[config.mk]
export PLATFORM = sky130hd
export DESIGN_NAME = gf180mcu_fd_sc_mcu9t5v0__oai21_bist
export DESIGN_NICKNAME = d
export VERILOG_FILES = /design/src/rtl/gf180mcu_fd_sc_mcu9t5v0__oai21_bist_pkg.sv /design/src/rtl/gf180mcu_fd_sc_mcu9t5v0__oai21_bist_golden.sv /design/src/rtl/gf180mcu_fd_sc_mcu9t5v0__oai21_bist.sv
export SDC_FILE = /design/constraint.sdc
export NUM_CORES = 1
export LEC_CHECK = 0
export CAP_MARGIN = 20
export CORE_AREA = 5 5 64 49
export DETAILED_ROUTE_END_ITERATION = 7
export DIE_AREA = 0 0 69 54
export GPL_ROUTABILITY_DRIVEN = 0
export PLACE_DENSITY_LB_ADDON = 0.1
export RECOVER_POWER = 100
export SYNTH_ARGS = -nofsm -noshare
export SYNTH_HDL_FRONTEND = slang
export SYNTH_SLANG_ARGS = --single-unit
[constraint.sdc]
create_clock -name CLK -period 2.2 [get_ports CLK]
set_clock_uncertainty 0.2 [all_clocks]
set_input_delay 0.55 -clock CLK [delete_from_list [all_inputs] [get_ports CLK]]
set_output_delay 0.55 -clock CLK [all_outputs]
set_load 0.01 [all_outputs]
[src/rtl/gf180mcu_fd_sc_mcu9t5v0__oai21_bist_pkg.sv]
// ---------------------------------------------------------------------------
// gf180mcu_fd_sc_mcu9t5v0__oai21_bist_pkg
// Shared types and constants for the oai21 cell BIST controller.
//   state_t      : controller FSM states
//   NUM_VEC      : exhaustive vector count for a 3-input cell
//   FAIL_CNT_W   : width of the saturating mismatch counter
//   SETTLE_MIN/MAX : legal range of the SETTLE_CYC parameter
// ---------------------------------------------------------------------------
package gf180mcu_fd_sc_mcu9t5v0__oai21_bist_pkg;

    typedef enum logic [2:0] {
        ST_IDLE   = 3'd0,
        ST_DRIVE  = 3'd1,
        ST_SETTLE = 3'd2,
        ST_SAMPLE = 3'd3,
        ST_FIN    = 3'd4
    } state_t;

    localparam int NUM_VEC      = 8;
    localparam int VEC_W        = 3;
    localparam int FAIL_CNT_W   = 4;
    localparam int SETTLE_MIN   = 1;
    localparam int SETTLE_MAX   = 15;
    // Settle counter only needs to count up to SETTLE_MAX-1.
    localparam int SETTLE_W     = $clog2(SETTLE_MAX + 1);

    // Increment that sticks at all-ones instead of wrapping.
    function automatic logic [FAIL_CNT_W-1:0] sat_inc(input logic [FAIL_CNT_W-1:0] v);
        return (v == {FAIL_CNT_W{1'b1}}) ? v : v + 1'b1;
    endfunction

endpackage

[src/rtl/gf180mcu_fd_sc_mcu9t5v0__oai21_bist_golden.sv]
// ---------------------------------------------------------------------------
// gf180mcu_fd_sc_mcu9t5v0__oai21_bist_golden
// Combinational reference model of the oai21 cell: zn = ~((a1 | a2) & b).
//   a1, a2, b : stimulus currently applied to the cell under test
//   zn        : value the cell under test is expected to produce
// ---------------------------------------------------------------------------
module gf180mcu_fd_sc_mcu9t5v0__oai21_bist_golden (
    input  logic a1,
    input  logic a2,
    input  logic b,
    output logic zn
);

    assign zn = ~((a1 | a2) & b);

endmodule

[src/rtl/gf180mcu_fd_sc_mcu9t5v0__oai21_bist.sv]
// ---------------------------------------------------------------------------
// gf180mcu_fd_sc_mcu9t5v0__oai21_bist
// Exhaustive BIST for one oai21 cell: drives all 8 input vectors, waits
// SETTLE_CYC cycles for each, samples ZN and compares it to the golden model.
//
// Parameter: SETTLE_CYC (1..15) cycles between driving a vector and sampling.
// Macro:     GF180MCU_FD_SC_MCU9T5V0__OAI21_BIST_LOOP_EN - when defined, START
//            seen in FIN restarts the run directly without passing via IDLE.
//
// Ports:
//   CLK       rising-edge clock
//   RST       synchronous active-high reset
//   START     run request (sampled in IDLE only)
//   ZN        output of the cell under test
//   A1,A2,B   registered stimulus to the cell under test
//   BUSY      high while a run is in progress
//   DONE      one-cycle pulse at the end of a run
//   PASS      last completed run had no mismatches
//   FAIL_CNT  saturating mismatch count of the current/last run
//   FAIL_VEC  {A1,A2,B} of the first mismatching vector
//   state_dbg current controller state (debug observation)
//
// Handshake: START is a level request taken only when the controller is idle
// (BUSY low); the accepted run always ends with exactly one DONE pulse, at
// which point PASS/FAIL_CNT/FAIL_VEC are final. Reset aborts a run silently.
// ---------------------------------------------------------------------------
module gf180mcu_fd_sc_mcu9t5v0__oai21_bist
    import gf180mcu_fd_sc_mcu9t5v0__oai21_bist_pkg::*;
#(
    parameter int SETTLE_CYC = 2
) (
    input  logic                  CLK,
    input  logic                  RST,
    input  logic                  START,
    input  logic                  ZN,
    output logic                  A1,
    output logic                  A2,
    output logic                  B,
    output logic                  BUSY,
    output logic                  DONE,
    output logic                  PASS,
    output logic [FAIL_CNT_W-1:0] FAIL_CNT,
    output logic [VEC_W-1:0]      FAIL_VEC,
    output logic [2:0]            state_dbg
);

    localparam logic [SETTLE_W-1:0] SETTLE_LAST = SETTLE_W'(SETTLE_CYC - 1);
    localparam logic [VEC_W-1:0]    LAST_VEC    = VEC_W'(NUM_VEC - 1);

    state_t              state;
    logic [VEC_W-1:0]    idx;
    logic [SETTLE_W-1:0] settle_cnt;
    logic                zn_exp;

    gf180mcu_fd_sc_mcu9t5v0__oai21_bist_golden u_golden (
        .a1 (A1),
        .a2 (A2),
        .b  (B),
        .zn (zn_exp)
    );

    assign state_dbg = state;

    always_ff @(posedge CLK) begin
        if (RST) begin
            state      <= ST_IDLE;
            idx        <= '0;
            settle_cnt <= '0;
            A1         <= 1'b0;
            A2         <= 1'b0;
            B          <= 1'b0;
            BUSY       <= 1'b0;
            DONE       <= 1'b0;
            PASS       <= 1'b0;
            FAIL_CNT   <= '0;
            FAIL_VEC   <= '0;
        end else begin
            DONE <= 1'b0;
            case (state)
                ST_IDLE: begin
                    // Stimulus outputs deliberately keep the last vector here.
                    if (START) begin
                        state    <= ST_DRIVE;
                        idx      <= '0;
                        FAIL_CNT <= '0;
                        FAIL_VEC <= '0;
                        PASS     <= 1'b0;
                        BUSY     <= 1'b1;
                    end
                end
                ST_DRIVE: begin
                    {A1, A2, B} <= idx;
                    settle_cnt  <= '0;
                    state       <= ST_SETTLE;
                end
                ST_SETTLE: begin
                    if (settle_cnt == SETTLE_LAST) begin
                        state <= ST_SAMPLE;
                    end else begin
                        settle_cnt <= settle_cnt + 1'b1;
                    end
                end
                ST_SAMPLE: begin
                    if (ZN != zn_exp) begin
                        FAIL_CNT <= sat_inc(FAIL_CNT);
                        // Only the first mismatch of a run is recorded.
                        if (FAIL_CNT == '0) begin
                            FAIL_VEC <= {A1, A2, B};
                        end
                    end
                    if (idx == LAST_VEC) begin
                        state <= ST_FIN;
                    end else begin
                        idx   <= idx + 1'b1;
                        state <= ST_DRIVE;
                    end
                end
                ST_FIN: begin
                    // FAIL_CNT already includes the last SAMPLE's result here.
                    DONE <= 1'b1;
                    PASS <= (FAIL_CNT == '0);
`ifdef GF180MCU_FD_SC_MCU9T5V0__OAI21_BIST_LOOP_EN
                    if (START) begin
                        state    <= ST_DRIVE;
                        idx      <= '0;
                        FAIL_CNT <= '0;
                        FAIL_VEC <= '0;
                    end else begin
                        state <= ST_IDLE;
                        BUSY  <= 1'b0;
                    end
`else
                    state <= ST_IDLE;
                    BUSY  <= 1'b0;
`endif
                end
                default: begin
                    state <= ST_IDLE;
                    BUSY  <= 1'b0;
                end
            endcase
        end
    end

endmodule
; Word-level counts from Yosys, hierarchy flattened
; Index checks and enable logic that the tools add are counted.
[totals]
ff_bits = 23
inputBits = 4
out_inout_bits = 16
wordCells = 67
[op_classes]
addsub = 3
eq_ne = 15
n_mux = 21
n_bitwise = 4
reduce_logical = 13
[op_table]
columns = operator, n
row1 = 3-bit 2-to-1 mux, 7
row2 = 4-bit 2-to-1 mux, 4
row3 = 4-bit case mux with 2 select lines, 2
row4 = "2-bit inequality test, second input constant", 7
row5 = 3-bit case mux with 2 select lines, 2
row6 = 3-bit case mux with 4 select lines, 1
row7 = "4-bit by 1-bit adder with 4-bit output, second input constant", 2
row8 = 2-bit AND reduction, 4
row9 = 4-bit AND reduction, 2
row10 = "3-bit by 2-bit == test with 1-bit output, second input constant", 2
row11 = "3-bit == test, second input constant", 2
row12 = 2-bit nonzero test, 3
row13 = "4-bit by 1-bit == test with 1-bit output, second input constant", 1
row14 = "4-bit == test, second input constant", 1
row15 = 4-bit zero test, 1
row16 = 1-bit case mux with 2 select lines, 2
row17 = "3-bit by 1-bit adder with 3-bit output, second input constant", 1
row18 = "3-bit by 1-bit == test with 1-bit output, second input constant", 1
row19 = 3-bit zero test, 1
row20 = 1-bit 2-to-1 mux, 3
row21 = 3-bit AND reduction, 1
row22 = 3-bit OR reduction, 1
row23 = 1-bit inverter, 2
row24 = 1-bit AND, 1
row25 = other kinds (2), 2

; Longest topological paths before layout
[depth]
word_depth = 6
ltp_mapped = 6

; Hierarchy
; A second synthesis with hierarchy kept.
[unflattened]
cells_unflattened = 129
hier_area_um2 = 1133.6
[modules_own_cells]
columns = mod, instances, cells_each, area_per_inst_um2, seq_area_each_um2
row1 = gf180mcu_fd_sc_mcu9t5v0__oai21_bist, 1, 128, 1128.6, 460.4
row2 = gf180mcu_fd_sc_mcu9t5v0__oai21_bist_golden, 1, 1, 5.0, 0.0

; Least setup slack after synthesis
; No wires, ideal clock.
[synth_path]
kind = input port to flip-flop
from = in START
to = reg FAIL_CNT[3]
setup_time_ns = 0.122
arrival_time_ns = 1.502
t_required_ns = 1.878
slack_ns = 0.376
cell_stages = 3
n_path_buf = 0
cell_sequence = or4b_4 nor2b_4 a311o_1
[synth_via]
elab_chain_cells = 2
[synth_lines]
columns = item, line
row1 = start: declaration, gf180mcu_fd_sc_mcu9t5v0__oai21_bist.sv:34  ; input logic START,
row2 = 2-bit inequality test (no source line), --
row3 = 4-bit AND reduction (no source line), --
row4 = end signal: assignment, gf180mcu_fd_sc_mcu9t5v0__oai21_bist.sv:105  ; FAIL_CNT <= sat_inc(FAIL_CNT);
row5 = end: declaration, gf180mcu_fd_sc_mcu9t5v0__oai21_bist.sv:42  ; output logic [FAIL_CNT_W-1:0] FAIL_CNT,
; No other way between the ends.
; A chain may end at the register's enable or synchronous reset.

; Worst setup path after layout
; Ends and elaborated chain as after synthesis.

==> results by group <==
Outcome
  – Status: finished clean

Cells and area
  – Nets: 165
  – Antenna cells: 0
  – Area Overhead vs Synth: 23.6%
  – Commonest non-fill, non-tap cells in the layout: dfxtp_1, dlygate4sd3_1, nand2_1, nor2_1, nand3_1
  – Final core utilization: 0.557
  – Most common cell after layout, fill and taps aside: dfxtp_1
  – Fraction of layout cells with a size suffix above 1: 0.0714

Yosys
  – Post-synth net total: 137
  – EDFF count, synth: 0
  – Top post-synthesis cells by area: dfxtp_1, mux2i_1, ha_1
  – Avg Synthesized Cell Area: 9.09 um2
  – Seq/Total Area, Yosys: 0.399
  – Syn Inst Count: 127
  – Synth top area share: 0.399
  – Ys Warns: 0
  – Predominant post-synthesis flop cell: dfxtp_1
  – Synth unique cells: 40
  – #FFs+latches synth: 23
  – Async SR Flop Fraction: 0
  – Synthesized cell area: 1150 um2
  – Area leader, netlist: dfxtp_1

Setup path
  – Setup CP Type: in2reg
  – Critical path fanouts, max: 4
  – CP cell instances: dlygate4sd3_1 -> or4b_1 -> nor2b_4 -> a311o_1
  – Critical Path AT: 2.14 ns
  – Setup crit start kind: input pin
  – R2r setup slk: 0.32 ns
  – Max incr delay on CP: 0.57 ns
  – Worst path slowest cell: dlygate4sd3_1
  – WP data required: 2.21 ns
  – Worst path top cell family by delay: simple AND/OR/NAND/NOR gates
  – CP endpoint kind: flop
  – Worst path buffer plus inverter count: 1

Routing
  – Initial DRT Pass Iterations: 4
  – Total Routed Length: 2470 um
  – Via/cell ratio: 5.18
  – Vias post-DR: 984
  – Wire per inst: 13.0 um
  – DR iter-0 viols: 53
  – # DRC: 0
  – ANT nets after route: 0

CTS
  – Clock slew at reported path FFs: 0.12 ns
  – Clk sinks: 23
  – CTS tree: done
  – Worst-skew pair later-pin latency: 0.31 ns
  – # hold bufs at CTS: 0
  – Number of post-CTS setup repair buffers: 0
  – CTS Buf Count: 3
  – CTS resizes: 0
  – Max clock buf depth: 2
  – H-Tree Depth: 1
  – Clock Tree Root: clkbuf_4

STA
  – Setup tns final: 0 ns
  – Final hold slack: 0.264 ns
  – Fmax: 471 MHz
  – Tmin final: 2.12 ns
  – Period Utilization, post-route: 0.965
  – Slew HR: 0.652
  – Final WS setup: 0.0769 ns
  – Final Setup Violations: 0
  – Final hold vios: 0
  – RSZ-0062 raised after global routing: no
  – Worst-margin pin slew: 0.523 ns
  – Pins Over Slew Limit: 0

Placement
  – Dpl hpwl: 1890 um
  – Port buffer count: 19
  – Pre-CTS WS: -0.141 ns

Power
  – Design Power: 0.752 mW
  – Pwr per Cell Area: 527 nW/um2
  – Pleak: 0.587 nW
  – Worst VDD drop: 0.316 mV

GRT
  – Initial antenna violation count: 0
  – Vias in the first global route: 911
  – Overflow after GRT: 0
  – Total track usage: 0.148
  – First-pass GRT wire length: 4340 um
  – Largest net degree at the start of global routing: 14

Floorplanning
  – # IOs: 20
  – Core box area: 2560 um2
  – Chip height: 54 um
  – Die W: 69 um
  – Die area: 3730 um2
  – # rows: 16
  – Initial core utilization: 0.451

Job
  – Max-Cap Viols: 0

Min path
  – HP Class: reg2reg
[kinds of logic (layout without fill, tap and decap cells)]
logic type / after synthesis / count (layout) / share of synthesized area
xor gates and xnor gates: 5 / 5 / 0.0379
DFF: 23 / 23 / 0.399
AOI/OAI and AO/OA: 16 / 16 / 0.0975
muxes: 9 / 9 / 0.0791
adders and majority gates: 6 / 6 / 0.0650
buffers and inverters: 10 / 37 / 0.0433
and+or+nand+nor: 58 / 58 / 0.278
[flip-flops by register name (all words and copies together), names as in the netlist]
signal,flops
idx,3
A1,1
FAIL_VEC,3
B,1
DONE,1
FAIL_CNT,4
state_dbg,3
BUSY,1
settle_cnt,4
PASS,1
A2,1
[area by class of cell]
type	instances	area, um2
fill	277	1130
multi-input combinational	94	634
sequential	23	460
timing repair buffer	29	246
tap	36	45.0
clock buffer	4	26.3
inverter	4	15.0
[cells in the mapped netlist, drive strengths merged (2+ instances only)]
cell type and count:
xnor2 4, nand3 9, nand2b 2, buf 4, nor4b 2, mux2i 8, a21oi 4, nor4 2
and3 2, ha 6, nor3b 3, o21ai 2, clkbuf 2, nand2 13, nor3 5, inv 4
nor2b 3, nor2 11, dfxtp 23, a22oi 2
[final timing paths]
| path | startpoint | to | cells past startpoint |
|---|---|---|---|
| worst min-delay path | FAIL_VEC[0]$_SDFFE_PP0P_ | FAIL_VEC[0]$_SDFFE_PP0P_ | 2 |
| worst max-delay path | START | FAIL_CNT[3]$_SDFFE_PP0P_ | 4 |
| worst min register to register | FAIL_VEC[0]$_SDFFE_PP0P_ | FAIL_VEC[0]$_SDFFE_PP0P_ | 2 |
| worst max register to register | state_dbg[1]$_SDFFE_PP0P_ | FAIL_CNT[3]$_SDFFE_PP0P_ | 4 |
[report_power, final]
group          internal [mW]  switching, mW  total (mW)
Clock                 0.0707          0.121       0.191
Combinational         0.0576         0.0677       0.125
Sequential             0.426        0.00965       0.436
[metrics by stage]
| stage | std cells | area, um2 |
|---|---|---|
| floorplan | 127 | 1150 |
| global placement | 186 | 1430 |
| detailed placement | 186 | 1430 |
| CTS | 190 | 1460 |
| global route | 190 | 1430 |
| finish | 190 | 1430 |
[worst min-delay path: stages (launching register included)]
cell and delay [ns]:
dfxtp_1 0.32, nand2_1 0.05, mux2i_1 0.05
[metal layers]
layer,track usage,vias up,part of all wire
li1,-,508,-
met1,0.202,450,0.52
met2,0.217,24,0.43
met3,0.0578,2,0.048
met4,0.0390,0,0.0061
met5,0,-,0
Power figures use the tool's default switching activity.
